--- src/rtl/clock_monitor.sv ---
// clock_monitor
// Measures a slow clock (clk_in) from the clk_sys domain. It reports the
// rise-to-rise period and the rise-to-fall high time, checks the period
// against a window, and flags a stopped clock.
//
// Ports
//   clk_sys      in   system clock; all logic runs on its rising edge
//   rst_n        in   synchronous active-low reset
//   clk_in       in   monitored clock, asynchronous to clk_sys
//   rise_pulse   out  one-cycle strobe per detected clk_in rising edge
//   fall_pulse   out  one-cycle strobe per detected clk_in falling edge
//   period       out  last rise-to-rise interval in clk_sys cycles
//   high_time    out  last rise-to-fall interval in clk_sys cycles
//   period_valid out  one-cycle strobe when period/high_time update
//   in_range     out  last period within [PERIOD_MIN, PERIOD_MAX]
//   clk_lost     out  level, clk_in has stopped toggling
//   edge_count   out  rising edges seen since reset, wraps 255 -> 0
module clock_monitor #(
  parameter int PERIOD_MIN = 20,
  parameter int PERIOD_MAX = 28,
  parameter int TIMEOUT    = 64
) (
  input  logic        clk_sys,
  input  logic        rst_n,
  input  logic        clk_in,
  output logic        rise_pulse,
  output logic        fall_pulse,
  output logic [15:0] period,
  output logic [15:0] high_time,
  output logic        period_valid,
  output logic        in_range,
  output logic        clk_lost,
  output logic [7:0]  edge_count
);

  localparam logic [15:0] P_MIN     = 16'(PERIOD_MIN);
  localparam logic [15:0] P_MAX     = 16'(PERIOD_MAX);
  localparam logic [15:0] TIMEOUT_C = 16'(TIMEOUT);
  localparam logic [15:0] SAT       = 16'hFFFF;

  typedef enum logic [1:0] {IDLE, MEASURE, LOST} state_t;

  state_t      state_q, state_d;
  logic        s1_q, s1_d, s2_q, s2_d, s3_q, s3_d;
  logic [2:0]  vld_q, vld_d;
  logic        armed_q, armed_d;
  logic        rise_q, rise_d, fall_q, fall_d;
  logic        rise_pulse_q, rise_pulse_d, fall_pulse_q, fall_pulse_d;
  logic [15:0] cnt_q, cnt_d, hcnt_q, hcnt_d;
  logic [15:0] period_q, period_d, high_time_q, high_time_d;
  logic        period_valid_q, period_valid_d;
  logic        in_range_q, in_range_d;
  logic        clk_lost_q, clk_lost_d;
  logic [7:0]  edge_count_q, edge_count_d;

  always_ff @(posedge clk_sys) begin
    if (!rst_n) begin
      state_q        <= IDLE;
      s1_q           <= 1'b0;
      s2_q           <= 1'b0;
      s3_q           <= 1'b0;
      vld_q          <= '0;
      armed_q        <= 1'b0;
      rise_q         <= 1'b0;
      fall_q         <= 1'b0;
      rise_pulse_q   <= 1'b0;
      fall_pulse_q   <= 1'b0;
      cnt_q          <= '0;
      hcnt_q         <= '0;
      period_q       <= '0;
      high_time_q    <= '0;
      period_valid_q <= 1'b0;
      in_range_q     <= 1'b0;
      clk_lost_q     <= 1'b0;
      edge_count_q   <= '0;
    end else begin
      state_q        <= state_d;
      s1_q           <= s1_d;
      s2_q           <= s2_d;
      s3_q           <= s3_d;
      vld_q          <= vld_d;
      armed_q        <= armed_d;
      rise_q         <= rise_d;
      fall_q         <= fall_d;
      rise_pulse_q   <= rise_pulse_d;
      fall_pulse_q   <= fall_pulse_d;
      cnt_q          <= cnt_d;
      hcnt_q         <= hcnt_d;
      period_q       <= period_d;
      high_time_q    <= high_time_d;
      period_valid_q <= period_valid_d;
      in_range_q     <= in_range_d;
      clk_lost_q     <= clk_lost_d;
      edge_count_q   <= edge_count_d;
    end
  end

  always_comb begin
    state_d        = state_q;
    cnt_d          = cnt_q;
    period_d       = period_q;
    high_time_d    = high_time_q;
    period_valid_d = 1'b0;
    in_range_d     = in_range_q;
    clk_lost_d     = clk_lost_q;

    s1_d = clk_in;
    s2_d = s1_q;
    s3_d = s2_q;

    // vld_q marks which synchronizer stages hold real samples rather than
    // reset zeros. A rise only counts once s3 has actually been seen low, so
    // a clk_in already high at reset release cannot fake a rising edge.
    vld_d   = {vld_q[1:0], 1'b1};
    armed_d = armed_q | (vld_q[2] & ~s3_q);

    rise_d = s2_q & ~s3_q & armed_q;
    fall_d = ~s2_q & s3_q;

    rise_pulse_d = rise_q;
    fall_pulse_d = fall_q;
    edge_count_d = rise_q ? edge_count_q + 8'd1 : edge_count_q;

    // s3 is the level one stage behind s2, which lines the high-time count up
    // with rise_q: load 1 on the rise, count while high, freeze once low.
    if (rise_q)
      hcnt_d = 16'd1;
    else if (s3_q && hcnt_q != SAT)
      hcnt_d = hcnt_q + 16'd1;
    else
      hcnt_d = hcnt_q;

    case (state_q)
      IDLE: begin
        cnt_d = '0;
        if (rise_q) begin
          state_d = MEASURE;
          cnt_d   = 16'd1;
        end
      end
      MEASURE: begin
        // A rise on the timeout cycle wins over declaring the clock lost.
        if (rise_q) begin
          period_d       = cnt_q;
          high_time_d    = hcnt_q;
          in_range_d     = (cnt_q >= P_MIN) && (cnt_q <= P_MAX);
          period_valid_d = 1'b1;
          cnt_d          = 16'd1;
        end else if (cnt_q == TIMEOUT_C) begin
          state_d    = LOST;
          clk_lost_d = 1'b1;
          in_range_d = 1'b0;
        end else if (cnt_q != SAT) begin
          cnt_d = cnt_q + 16'd1;
        end
      end
      LOST: begin
        if (rise_q) begin
          state_d    = MEASURE;
          cnt_d      = 16'd1;
          clk_lost_d = 1'b0;
        end
      end
      default: state_d = IDLE;
    endcase
  end

  assign rise_pulse   = rise_pulse_q;
  assign fall_pulse   = fall_pulse_q;
  assign period       = period_q;
  assign high_time    = high_time_q;
  assign period_valid = period_valid_q;
  assign in_range     = in_range_q;
  assign clk_lost     = clk_lost_q;
  assign edge_count   = edge_count_q;

endmodule
--- config.mk ---
export PLATFORM = sky130hd
export DESIGN_NAME = clock_monitor
export DESIGN_NICKNAME = d
export VERILOG_FILES = /design/src/rtl/clock_monitor.sv
export SDC_FILE = /design/constraint.sdc
export NUM_CORES = 1
export LEC_CHECK = 0
export ABC_AREA = 1
export BUFFER_PORTS_ARGS = -buffer_cell sky130_fd_sc_hd__buf_2
export CAP_MARGIN = 15
export CORE_UTILIZATION = 50
export CTS_CLUSTER_DIAMETER = 120
export DETAILED_ROUTE_END_ITERATION = 12
export GPL_TIMING_DRIVEN = 0
export PLACE_DENSITY_LB_ADDON = 0.25
export SKIP_CTS_REPAIR_TIMING = 1
export SLEW_MARGIN = 20
export SYNTH_ARGS = -nofsm -noshare
export SYNTH_HDL_FRONTEND = slang
export SYNTH_SLANG_ARGS = --single-unit
--- constraint.sdc ---
create_clock -name clk_sys -period 1.72 [get_ports clk_sys]
set_clock_uncertainty 0.15 [all_clocks]
set_input_delay 0.172 -clock clk_sys [delete_from_list [all_inputs] [get_ports clk_sys]]
set_output_delay 0.172 -clock clk_sys [all_outputs]
set_load 0.005 [all_outputs]
# After elaboration in Yosys (flattened, before gate mapping)
# Index checks and enable logic that the tools add are counted.
dict set report op_classes {
  add_sub_neg 3
  order_cmp 2
  eq_ne 11
  muxes 20
  bitwise 8
  n_reduce_logical 15
}
# cell count
set op_table {}
lappend op_table {{$mux W16} 4}
lappend op_table {{$pmux W16 S3} 1}
lappend op_table {{$add A16 B1 Y16 const B} 2}
lappend op_table {{$ne A16 B16 Y1 const B} 2}
lappend op_table {{$eq A16 B7 Y1 const B} 1}
lappend op_table {{$ge A16 B5 Y1 const B} 1}
lappend op_table {{$le A16 B5 Y1 const B} 1}
lappend op_table {{$mux W1} 10}
lappend op_table {{$add A8 B1 Y8 const B} 1}
lappend op_table {{$reduce_and A4 Y1} 2}
lappend op_table {{$mux W2} 3}
lappend op_table {{$ne A2 B2 Y1 const B} 3}
lappend op_table {{$ne A3 B3 Y1 const B} 2}
lappend op_table {{$reduce_and A2 Y1} 3}
lappend op_table {{$reduce_bool A2 Y1} 3}
lappend op_table {{$and A1 B1 Y1} 4}
lappend op_table {{$pmux W2 S2} 1}
lappend op_table {{$reduce_or A2 Y1} 2}
lappend op_table {{$not A1 Y1} 3}
lappend op_table {{$reduce_and A3 Y1} 1}
lappend op_table {{$reduce_bool A3 Y1} 1}
lappend op_table {{$eq A2 B1 Y1 const B} 1}
lappend op_table {{$eq A2 B2 Y1 const B} 1}
lappend op_table {{$logic_and A1 B1 Y1} 2}
lappend op_table {{other kinds (4)} 4}
dict set report word_totals {
  regBits 88
  input_bits 3
  output_inout_bits 45
  word_cells 79
}

# Logic depth before layout (Yosys ltp)
# Gate-level depths: netlist of the first run.
dict set report logic_depth {
  ltp_word 5
  mapped_depth 12
  ltp_nobuf 11
}

# Worst setup path before layout of the first run
# No wires, ideal clock.
dict set report synth_path {
  path_kind {reg-to-reg}
  start {register state_q[0]}
  end {register cnt_q[7]}
  setup_time_ns 0.064
  t_arrival_ns 1.452
  required_ns 1.506
  path_slack_ns 0.054
  stages_incl_launch_ff 10
  path_buffers 1
  synth_period_minus_slack_ns 1.666
  path_cell_list {dfxtp_1 > inv_1 > ha_1 > inv_1 > nor2_1 > buf_2 > o21ai_0 > nand3_2 > nand2_1 > nor2_1}
}
dict set report synth_between {
  elab_chain_cells 3
  elab_cells_between_ends 9
  classes_between {5 x eq/ne; 1 x mux; 3 x reduce/logical}
}
# item line
set synth_rtl {}
lappend synth_rtl {{from (decl)} 43} ;# state_t state_q, state_d;
lappend synth_rtl {{from (signal assigned)} 77} ;# state_q <= state_d;
lappend synth_rtl {{$eq A2 B1 Y1 (tied with other cells)} 133} ;# case (state_q)
lappend synth_rtl {{$ne A3 B3 Y1 (no source line) (tied with other cells)} -}
lappend synth_rtl {{$reduce_and A4 Y1 (no source line)} -}
lappend synth_rtl {{to (signal assigned)} 87} ;# cnt_q <= cnt_d;
lappend synth_rtl {{to (decl)} 49} ;# logic [15:0] cnt_q, cnt_d, hcnt_q, hcnt_d;
# Parallel ways exist; a longest one is shown, timed or not.
# A chain may end at the register's enable or synchronous reset.

# Worst setup path in the final report of the first run
dict set report layout_path {
  start {register cnt_q[0]}
  end {register cnt_q[0]}
}
dict set report layout_between {
  elab_chain_cells 5
  elab_cells_between_ends 10
  classes_between {1 x add/sub; 4 x eq/ne; 4 x mux; 1 x reduce/logical}
}
# item line
set layout_rtl {}
lappend layout_rtl {{$add A16 B1 Y16} 154} ;# cnt_d = cnt_q + 16'd1;
lappend layout_rtl {{$mux W16} 153} ;# end else if (cnt_q != SAT) begin
lappend layout_rtl {{$mux W16} 149} ;# end else if (cnt_q == TIMEOUT_C) begin
lappend layout_rtl {{$mux W16} 143} ;# if (rise_q) begin
lappend layout_rtl {{$pmux W16 S3} 133}
# Parallel ways exist; a longest one is shown, timed or not. The select of a mux whose other input is x is not followed.

==> flow_metrics.tcl, run 1 <==
set metrics [dict create \
    p_int_mw 3.48 \
    h-tree-depth 3 \
    power_leakage_nw 2.41 \
    drive_above_1_share_pct 28.4 \
    synth_most_common_cell "nand2_1" \
    dp_hpwl_mm 7.37 \
    grtUsageTotal_pct 24.9 \
    post-route-min-period_ns 1.72 \
    fillers 716 \
    critical-path-max-stage-delay_ns 0.40 \
    grt_max_degree 16 \
    synth_seq_area_share_pct 43.1 \
    coreArea_um2 7810 \
    synth_top_area_share_pct 43.1 \
    tritoncts "yes" \
    die_y_um 92.4 \
    post-route-period-util_pct 99.8 \
    ant_nets 0 \
    fin_setup_tns_ns 0 \
    syn_inst 582 \
    fp.dieArea_um2 8540 \
    fin_nets 669 \
    clock-sinks 88 \
    fmax_mhz 582 \
    synth_area_leaders "dfxtp_1, nand2_1, nor2_1, inv_1, a21oi_1" \
    initial_core_util_pct 52.3 \
    synth_seq_cells 88 \
    port_buffers 47 \
    ir_worst_vdd_uv 474 \
    comb_power_share_pct 29.1 \
    syn-cell-area_um2 4090 \
    wirelength_mm 11.0 \
    drv_cap 0 \
    wl_per_cell_um 14.3 \
    worst_pin_slew_ns 0.538 \
    path_class "reg -> reg" \
    end_kind "flop" \
    crit_path_start_kind "flop" \
    die_w_um 92.4 \
    slew_violations 0 \
    rows 32 \
    min_path_type "reg -> reg" \
    critPathMaxFanout 5 \
    slowest_stage "dfxtp_4" \
    setup_violations 0 \
    p_switching_mw 1.82 \
    power_density_nw_per_um2 1030 \
    layout_setup_ws_ns 0.00282 \
    synth.distinct_cells 31 \
    async_flop_share_pct 0 \
    clockBufferDepth 2 \
    clk_latency_ns 0.37 \
    maxSlewHeadroom_pct 64.1 \
    syn_area_per_cell_um2 7.02 \
    syn-num-nets 593 \
    area_growth_pct 26.4 \
    pwr-share-seq_pct 43.2 \
    ys.flop_type "dfxtp_1" \
    swShare_pct 34.3 \
    grt_pass1_vias 3629 \
    ff_latch_area_um2 1790 \
    grt.overflow.total 0 \
    crit_chain "ha_4 > inv_4 > nor2_4 > nand4_1 > nand2_2 > nand2_4 > clkbuf_16 > nand3_2 > nand2_1 > nor2_1" \
    multiInputGateArea_um2 2180 \
    cp.arrival_ns 1.86 \
    p_clk_share_pct 27.7 \
    antenna_found_initial 0 \
    synth_top_area_cell "dfxtp_1" \
    drc 0 \
    numCtsBuffers 9 \
    path_clk_slew_ns 0.09 \
    yosysWarnings 0 \
    synth_edf_count 0 \
    via_per_inst 5.31 \
    crit_required_ns 1.87 \
    dp_slack_ns -0.309 \
    diodes 0 \
    firstDrtPassIters 5 \
    grt_pass1_wl_mm 16.7 \
    status "finished, final reports clean" \
    root_buffer "clkbuf_8" \
    pin_count 48 \
    netlist_top_cells_count "nand2_1, dfxtp_1, nor2_1" \
    drt_iter0_markers 264 \
    gp_congestion 0.911 \
    rsz0062_at_grt "yes" \
    vias 4060 \
    hold_viol_final 0 \
]
==> final cells by class <==
class	instances	area share [%]
multi-input combinational	397	42.2
inverter	74	5.62
clock inverter	5	1.28
buffer	23	3.32
tap	102	2.47
clock buffer	10	2.47
timing repair buffer	65	8.02
sequential	88	34.6
==> cells in the final DEF, fill, tap and decap left out, types with 3 or more instances in the layout <==
cell type / n
nand2_4: 5
nand3_1: 25
ha_1: 3
o21bai_1: 3
buf_6: 6
nor2_4: 4
o21ai_0: 47
dfxtp_1: 74
nor2_1: 72
nor3_2: 4
ha_4: 4
nor2_2: 13
buf_4: 15
nor3_1: 9
clkbuf_8: 9
dfxtp_2: 10
buf_2: 55
nand3_2: 23
dfxtp_4: 4
clkbuf_1: 5
inv_2: 8
nand4_1: 5
a21oi_1: 44
xor2_1: 4
nand2_2: 8
inv_1: 63
nand2_1: 109
==> layer usage <==
metal	vias to the layer above	part of all wire (%)	global-route usage (%)
met5	-	0	0
met4	0	2.4	12.0
met3	22	4.8	3.45
met2	111	50	42.8
met1	1912	42	30.6
li1	2015	-	-
==> cell families (layout without fill, tap and decap cells) <==
family / after synthesis / after routing / synth area share [%]
flops: 88 / 88 / 43.1
simple gates: 284 / 284 / 30.7
fa+ha+maj: 8 / 8 / 2.45
compound gates: 101 / 101 / 12.8
buf+inv: 97 / 177 / 10.1
xor+xnor: 4 / 4 / 0.857
==> critical path: cells and delay by family, from the launching register on <==
| family | cells | cell delay [ns] |
|---|---|---|
| DFF | 1 | 0.40 |
| and+or+nand+nor | 7 | 0.70 |
| adders and majority gates | 1 | 0.17 |
| buffers and inverters | 2 | 0.22 |
==> worst paths after layout <==
path / start / end / slack (ns) / depth (start not counted)
max: cnt_q[0]$_SDFFE_PN0P_ / cnt_q[0]$_SDFFE_PN0P_ / 0.003 / 10
min: vld_q[0]$_DFF_P_ / vld_q[1]$_SDFF_PN0_ / 0.27 / 2
max reg2reg: cnt_q[0]$_SDFFE_PN0P_ / cnt_q[0]$_SDFFE_PN0P_ / 0.003 / 10
min reg2reg: vld_q[0]$_DFF_P_ / vld_q[1]$_SDFF_PN0_ / 0.27 / 2
==> metrics by stage <==
step	std cells	total power [mW]	cell area, um^2	hold slack (ns)	util [%]
after global placement	731	3.34	4450	0.206	57.0
final	764	5.31	5160	0.272	66.2
after CTS	746	4.81	4640	-0.159	59.5
after global routing	764	5.57	5160	0.296	66.2
after detailed placement	731	3.37	4450	0.222	57.0
after floorplan	582	3.11	4090	0.0497	-
==> state kept, by name, summed over array words and instances, names as in the netlist, 2 cells and up <==
register / cells
state_q: 2
vld_q: 3
high_time: 16
period: 16
edge_count: 8
cnt_q: 16
hcnt_q: 16
==> power by group through the flow <==
stage	Combinational, mW	Sequential, mW	Clock [mW]
2_1_floorplan	0.851	2.26	0
3_3_place_gp	1.06	2.29	0
3_5_place_dp	1.08	2.29	0
4_1_cts	1.09	2.24	1.48
5_1_grt	1.69	2.31	1.57
6_report	1.54	2.29	1.47
(Power assumes the default switching activity.)
==> inputs of run 2 (changes only) <==
- CTS_BUF_LIST: unset -> sky130_fd_sc_hd__clkbuf_8
- PLACE_DENSITY: unset -> 0.77
- PLACE_DENSITY_LB_ADDON: 0.25 -> unset
==> run 2 against run 1 <==
  * Final cell count shrank 0.39%
  * Combinational power decreased by 5%
  * Utilization decreased by 0.37 points
  * Hold slack worse by 0.00078 ns
  * Power rose by 2.8%
  * Worst setup slack is essentially flat
  * Largest power group unchanged
==> flow_metrics.tcl, run 2 (synthesis results as in run 1) <==
set metrics [dict create \
    ir_worst_vdd_uv 506 \
    post-route-min-period_ns 1.72 \
    status "finished, final reports clean" \
    wirelength_mm 11.1 \
    clockBufferDepth 2 \
    area_growth_pct 25.7 \
    timing.hold.worst_endpoint "fall_pulse$_SDFF_PN0_" \
    path_class "reg -> reg" \
    multiInputGateArea_um2 2170 \
    h-tree-depth 3 \
    via_per_inst 5.28 \
    r2r-start "cnt_q[0]$_SDFFE_PN0P_" \
    ant_nets 0 \
    path_clk_slew_ns 0.10 \
    firstDrtPassIters 5 \
    clock-sinks 88 \
    grtUsageTotal_pct 25.3 \
    drt_iter0_markers 241 \
    fillers 662 \
    ff_latch_area_um2 1790 \
    cp.arrival_ns 1.83 \
    crit_required_ns 1.83 \
    numCtsBuffers 9 \
    rows 32 \
    fin_setup_tns_ns 0 \
    rr_endpoint "cnt_q[7]$_SDFFE_PN0P_" \
    post-route-period-util_pct 99.8 \
    coreArea_um2 7810 \
    tritoncts "yes" \
    gp_congestion 0.930 \
    min_path_type "reg -> reg" \
    r2r_slack_ns 0.003 \
    dp_hpwl_mm 7.57 \
    clk_latency_ns 0.37 \
    drc 0 \
    pin_count 48 \
    power_leakage_nw 2.37 \
    drive_above_1_share_pct 27.2 \
    maxSlewHeadroom_pct 64.3 \
    fin_nets 665 \
    rsz0062_at_grt "yes" \
    final_common_cell "nand2_1" \
    vias 4021 \
    root_buffer "clkbuf_8" \
    initial_core_util_pct 52.3 \
    fin_area_um2 5140 \
    slew_violations 0 \
    worst_pin_slew_ns 0.536 \
    end_kind "flop" \
    die_y_um 92.4 \
    power_density_nw_per_um2 1060 \
    setup_violations 0 \
    die_w_um 92.4 \
    hold_viol_final 0 \
    antenna_found_initial 0 \
    place_area_um2 4450 \
    wl_per_cell_um 14.6 \
    r2r_cells 11 \
    grt_max_degree 17 \
    min-delay-start "fall_pulse_d$_SDFF_PN0_" \
    diodes 0 \
    fp.dieArea_um2 8540 \
    crit_path_start_kind "flop" \
    layout_common_cells "nand2_1, nor2_1, dfxtp_1" \
    grt_pass1_vias 3691 \
    grt_pass1_wl_mm 17.1 \
    drv_cap 0 \
    holdPathStages 2 \
    critPathMaxFanout 5 \
    port_buffers 47 \
    grt.overflow.total 0 \
    fmax_mhz 582 \
]
run 2: changes by cell type in the layout (fill, tap and decap cells not counted), sizes merged:
cell	change
inv	+1
bufinv	+1
clkinvlp	-1
buf	-4
run 2: worst max-delay path by stage:
stage	to	startpoint	cells past startpoint
floorplan	cnt_q[7]$_SDFFE_PN0P_	state_q[0]$_SDFFE_PN0P_	9
global placement	in_range$_SDFFE_PN0P_	state_q[1]$_SDFFE_PN0P_	9
detailed placement	in_range$_SDFFE_PN0P_	state_q[1]$_SDFFE_PN0P_	9
CTS	in_range$_SDFFE_PN0P_	state_q[1]$_SDFFE_PN0P_	9
global route	cnt_q[7]$_SDFFE_PN0P_	cnt_q[1]$_SDFFE_PN0P_	11
finish	cnt_q[7]$_SDFFE_PN0P_	cnt_q[0]$_SDFFE_PN0P_	11
run 2: per-layer routing:
metal	wire length, um	up-vias	global-route usage, %
li1	-	2004	-
met1	4830	1865	32.1
met2	5380	125	42.5
met3	585	27	3.53
met4	278	0	11.6
met5	0	-	0
run 2: layout make-up:
class | count | share of cell area, %
inverters | 74 | 5.65
flip-flops and latches | 88 | 34.9
clock buffers | 10 | 2.68
well taps | 102 | 2.48
repair buffers | 61 | 6.87
clock inverters | 6 | 1.90
plain buffers | 23 | 3.31
multi-input cells | 397 | 42.2
run 2: critical path, stage by stage (launching register included):
cell     delay (ns)
dfxtp_4        0.40
ha_4           0.17
inv_4          0.04
nor2_4         0.14
nand4_1        0.15
nand2_2        0.12
nand2_4        0.10
buf_6          0.16
nand3_2        0.05
nand2_1        0.05
inv_1          0.05
nor2_1         0.04
run 2: stage by stage:
| stage | util, % | power (mW) | worst slack, ns | cells | hold slack [ns] |
|---|---|---|---|---|---|
| finish | 65.8 | 5.45 | 0.00266 | 761 | 0.271 |
| global route | 65.8 | 5.70 | -0.0841 | 761 | 0.291 |
| CTS | 60.0 | 5.03 | -0.475 | 747 | -0.163 |
| detailed placement | 57.0 | 3.38 | -0.428 | 731 | 0.212 |
| global placement | 57.0 | 3.34 | -0.417 | 731 | 0.207 |
| floorplan | - | 3.11 | 0.0540 | 582 | 0.0497 |
run 2: report_power, final:
group / leakage (nW) / total [mW] / internal (mW) / switching (mW)
sequential: 0.720 / 2.30 / 2.16 / 0.141
clock: 0.119 / 1.70 / 0.882 / 0.813
combinational: 1.53 / 1.46 / 0.579 / 0.879
total: 2.37 / 5.45 / 3.62 / 1.83
